$ cat config.mk
export PLATFORM = sky130hd
export DESIGN_NAME = l1_l2_arbiter
export DESIGN_NICKNAME = d
export VERILOG_FILES = /design/src/rtl/xentry_pkg.sv /design/src/rtl/l1_l2_arbiter.sv
export SDC_FILE = /design/constraint.sdc
export NUM_CORES = 1
export LEC_CHECK = 0
export BUFFER_PORTS_ARGS = -buffer_cell sky130_fd_sc_hd__buf_4
export CAP_MARGIN = 0
export CORE_AREA = 4 4 101 103
export DETAILED_ROUTE_END_ITERATION = 8
export DIE_AREA = 0 0 105 107
export PLACE_DENSITY = 0.53
export SETUP_SLACK_MARGIN = 0.3
export SLEW_MARGIN = 10
export SYNTH_ARGS = -nofsm -noshare
export SYNTH_HDL_FRONTEND = slang
export SYNTH_SLANG_ARGS = --single-unit
$ cat constraint.sdc
create_clock -name clk -period 2.57 [get_ports clk]
set_input_delay 0.3855 -clock clk [delete_from_list [all_inputs] [get_ports clk]]
set_output_delay 0.3855 -clock clk [all_outputs]
set_load 0.01 [all_outputs]
$ cat src/rtl/xentry_pkg.sv
// xentry_pkg: memory operation and requester types shared by the cache controllers
package xentry_pkg;
  typedef enum logic [1:0] {LOAD, STORE, MO_UNKNOWN} memory_operation_e;
  typedef enum logic {ICACHE, DCACHE} requester_e;
endpackage

$ cat src/rtl/l1_l2_arbiter.sv
// l1_l2_arbiter: round-robin arbiter granting icache/dcache beats onto a single L2 port
module l1_l2_arbiter
  import xentry_pkg::*;
#(
  parameter int XLEN = 32
) (
  input  logic              clk,
  input  logic              reset_n,
  input  logic              icache_req_valid,
  input  memory_operation_e icache_req_type,
  input  logic [XLEN-1:0]   icache_req_address,
  input  logic [XLEN-1:0]   icache_req_store_word,
  output logic              icache_req_fulfilled,
  input  logic              dcache_req_valid,
  input  memory_operation_e dcache_req_type,
  input  logic [XLEN-1:0]   dcache_req_address,
  input  logic [XLEN-1:0]   dcache_req_store_word,
  output logic              dcache_req_fulfilled,
  output logic              l2_req_valid,
  output memory_operation_e l2_req_type,
  output logic [XLEN-1:0]   l2_req_address,
  output logic [XLEN-1:0]   l2_req_store_word,
  input  logic              l2_req_fulfilled,
  input  logic [XLEN-1:0]   l2_loaded_word,
  output logic [XLEN-1:0]   loaded_word
);
  typedef enum logic [1:0] {ST_IDLE, ST_GRANT_I, ST_GRANT_D} state_e;
  state_e     state, state_nxt;
  requester_e last_grant;
  assign loaded_word = l2_loaded_word;
  always_ff @(posedge clk or negedge reset_n) begin
    if (!reset_n) begin
      state      <= ST_IDLE;
      last_grant <= DCACHE;
    end else begin
      state      <= state_nxt;
      last_grant <= state_nxt == ST_GRANT_I ? ICACHE : state_nxt == ST_GRANT_D ? DCACHE : last_grant;
    end
  end
  always_comb begin
    state_nxt            = state;
    l2_req_valid         = 1'b0;
    l2_req_type          = LOAD;
    l2_req_address       = '0;
    l2_req_store_word    = '0;
    icache_req_fulfilled = 1'b0;
    dcache_req_fulfilled = 1'b0;
    case (state)
      ST_IDLE: state_nxt = (icache_req_valid && (!dcache_req_valid || last_grant == DCACHE)) ? ST_GRANT_I :
                           dcache_req_valid ? ST_GRANT_D : ST_IDLE;
      ST_GRANT_I: begin
        state_nxt            = icache_req_valid ? ST_GRANT_I : dcache_req_valid ? ST_GRANT_D : ST_IDLE;
        l2_req_valid         = icache_req_valid;
        l2_req_type          = icache_req_type;
        l2_req_address       = icache_req_address;
        l2_req_store_word    = icache_req_store_word;
        icache_req_fulfilled = l2_req_fulfilled && icache_req_valid;
      end
      ST_GRANT_D: begin
        state_nxt            = dcache_req_valid ? ST_GRANT_D : icache_req_valid ? ST_GRANT_I : ST_IDLE;
        l2_req_valid         = dcache_req_valid;
        l2_req_type          = dcache_req_type;
        l2_req_address       = dcache_req_address;
        l2_req_store_word    = dcache_req_store_word;
        dcache_req_fulfilled = l2_req_fulfilled && dcache_req_valid;
      end
      default: begin
        state_nxt            = state_e'('x);
        l2_req_valid         = 1'bx;
        l2_req_type          = memory_operation_e'('x);
        l2_req_address       = 'x;
        l2_req_store_word    = 'x;
        icache_req_fulfilled = 1'bx;
        dcache_req_fulfilled = 1'bx;
      end
    endcase
  end
endmodule

==> qor.txt <==
Final GP Congestion: 0.7355
Final HPWL DP: 6.108 mm
Clk pwr share: 6.0%
area of the mapped netlist: 0.001525 mm²
H-tree depth: 1
Yosys Warn Count: 0
Worst VDD drop: 0.0003628 V
die width: 105 µm
fill count: 999
combinational power share: 89.8%
drt first pass iters: 4
CTS tree: built
vias in the first global route: 2144
final net count: 549
worst skew pair latency: 0.22 ns
count of final max-slew check failures: 0
# rows: 35
Worst-Margin Slew: 0.4116 ns
critical path required time: 2.18 ns
RSZ-0062 raised after global routing: false
worst r2r src: state[1]
pwr/cell area: 777.3 mW/mm²
crit end category: output port
initial drt markers: 150
DRT Wirelength: 7.413 mm
clock buffer depth: 2
Starting Density: 16.59%
vias per cell: 4.431
initial antenna violation count: 0
Startpoint Class: flip-flop
clock period minus worst slack: 2.111 ns
Die Y: 107 µm
Net Sw Power: 1054 µW
Setup Skew: 0.001620 ns
cell count after synthesis: 213
area delta synth->final: 93.60%
synthesized flop and latch total: 3
largest net degree at the start of global routing: 38
die area: 0.01124 mm²
Max-Cap Viols: 0
cts bufs inserted: 3
static leakage: 0.001400 µW
final hold vios: 0
Ant. Diodes: 0
Hold Slack: 0.4995 ns
final setup violation count: 0
max_slew headroom: 72.51%
Post-Syn Area per Cell: 7.161 µm²
first-pass GRT wire length: 11.11 mm
Max Fanout on Critical Path: 37
share of layout cells above drive strength 1: 58.29%
total gr overflow: 0
clock slew at reported path FFs: 0.03 ns
DR WL/cell: 15.28 µm
clk sinks: 3
fin crit share: 82.14%
overall power: 2295 µW
Routed Antenna Nets: 0
achievable frequency: 0.4737 GHz
syn_nets: 387
post-synthesis sequential area ratio: 5.004%
internal power: 1242 µW
setup TNS: 0 ns
Worst setup startpoint: state[0]
Reg power frac: 4.1%
final core utilization: 32.11%
GRT Total Usage: 11.74%
DR DRC count: 0
vias post-DR: 2149
status: finished, final reports clean
root buf cell: clkbuf_8
I/O pin total: 270
sw frac: 45.90%
core footprint: 0.009196 mm²
crit path kind: flip-flop to output port
Port Buffers: 205
Min-Delay Path Class: input pin to async pin
Worst EP arrival: 1.73 ns
post-synth cell types: 21
final cells by class:
| cell class | instances | area (µm²) | area share, % |
|---|---|---|---|
| clock buffers | 4 | 45.04 | 1.525 |
| flip-flops and latches | 3 | 76.32 | 2.585 |
| well taps | 111 | 138.9 | 4.703 |
| repair buffers | 212 | 1602 | 54.24 |
| inverters | 3 | 11.26 | 0.3814 |
| multi-input cells | 152 | 1080 | 36.57 |
timing repair:
| action | 4_1_cts | 5_1_grt |
|---|---|---|
| buffers inserted | 0 | 0 |
| setup endpoints to repair | 0 | 1 |
| hold endpoints to repair | 2 | 0 |
| hold buffers | 1 | 0 |
| gates resized for setup | 0 | 2 |
power groups by stage:
stage          clock network [µW]  registers (µW)  logic [µW]
2_1_floorplan                   0            88.3        1320
3_3_place_gp                    0            93.4        2060
3_5_place_dp                    0            94.9        2070
4_1_cts                       143            94.4        2080
5_1_grt                       148            98.8        2270
6_report                      138            94.7        2060
cell usage in the layout (no fill, tap or decap):
master	Yosys	final
dlygate4sd3_1	0	1
dfrtp_1	2	2
o311a_1	1	1
a22oi_1	67	67
nor2_1	3	3
nand2_1	1	1
buf_6	2	2
ha_2	0	2
inv_1	3	3
dfstp_2	1	1
nor4b_1	1	1
a2111oi_2	1	1
o21ai_0	1	1
o311ai_1	1	1
nand3b_1	1	1
clkbuf_8	0	3
and3_1	1	1
nor2b_1	67	67
nor3b_1	1	1
nand2b_1	1	1
clkbuf_1	6	1
buf_4	33	209
ha_1	5	3
critical path: stages (launching register included):
cell	delay [ns]
dfrtp_1	0.39
inv_1	0.09
ha_2	0.21
buf_4	0.36
a22oi_1	0.15
nor2b_1	0.16
buf_4	0.14
worst paths after layout:
path | to | slack [ns] | depth (start not counted)
hold / removal | state[1] | 0.50 | 2
max in group asynchronous | last_grant | 1.88 | 2
hold reg to reg | last_grant | 0.50 | 2
min in group clk | state[0] | 0.50 | 3
setup reg to reg | last_grant | 0.72 | 7
setup / recovery | l2_req_address[25] | 0.46 | 6
cell families after synthesis:
kind of cell	Yosys count	share of synthesized area, %
simple gates	76	30.85
compound gates	71	35.52
buf+inv	58	24.53
fa+ha+maj	5	4.102
flops	3	5.005
metal layers:
| metal | GRT usage (%) | wire length (µm) |
|---|---|---|
| met5 | 0 | 0 |
| met4 | 3.280 | 138 |
| met3 | 4.335 | 801 |
| met2 | 20.12 | 3728 |
| met1 | 13.74 | 2744 |
flip-flops by register name (all words and copies together) (netlist names):
| signal | cells |
|---|---|
| state | 2 |
| last_grant | 1 |
Yosys cell counts:
cell       count  area (µm²)
a22oi_1       67       503.0
nor3b_1        1       7.510
nand2b_1       1       6.260
inv_1          3       11.26
buf_2         14       70.07
o21ai_0        1       5.000
nor4b_1        1       8.760
clkbuf_1       6       22.52
nor2b_1       67       419.2
nand2_1        1       3.750
dfstp_2        1       26.28
and3_1         1       6.260
buf_4         33       247.7
nand3b_1       1       7.510
ha_1           5       62.56
buf_6          2       22.52
o311ai_1       1       8.760
nor2_1         3       11.26
dfrtp_1        2       50.05
o311a_1        1       10.01
a2111oi_2      1       15.01
metrics by stage:
stage          setup slack, ns  instances  instance area [µm²]
6_report                0.4591        485                 2953
5_1_grt                 0.3063        485                 2953
4_1_cts                 0.4204        485                 2945
3_5_place_dp            0.6401        480                 2890
3_3_place_gp            0.6862        480                 2890
2_1_floorplan           0.8003        213                 1525
Note: power is estimated with default switching activity, not from simulation.
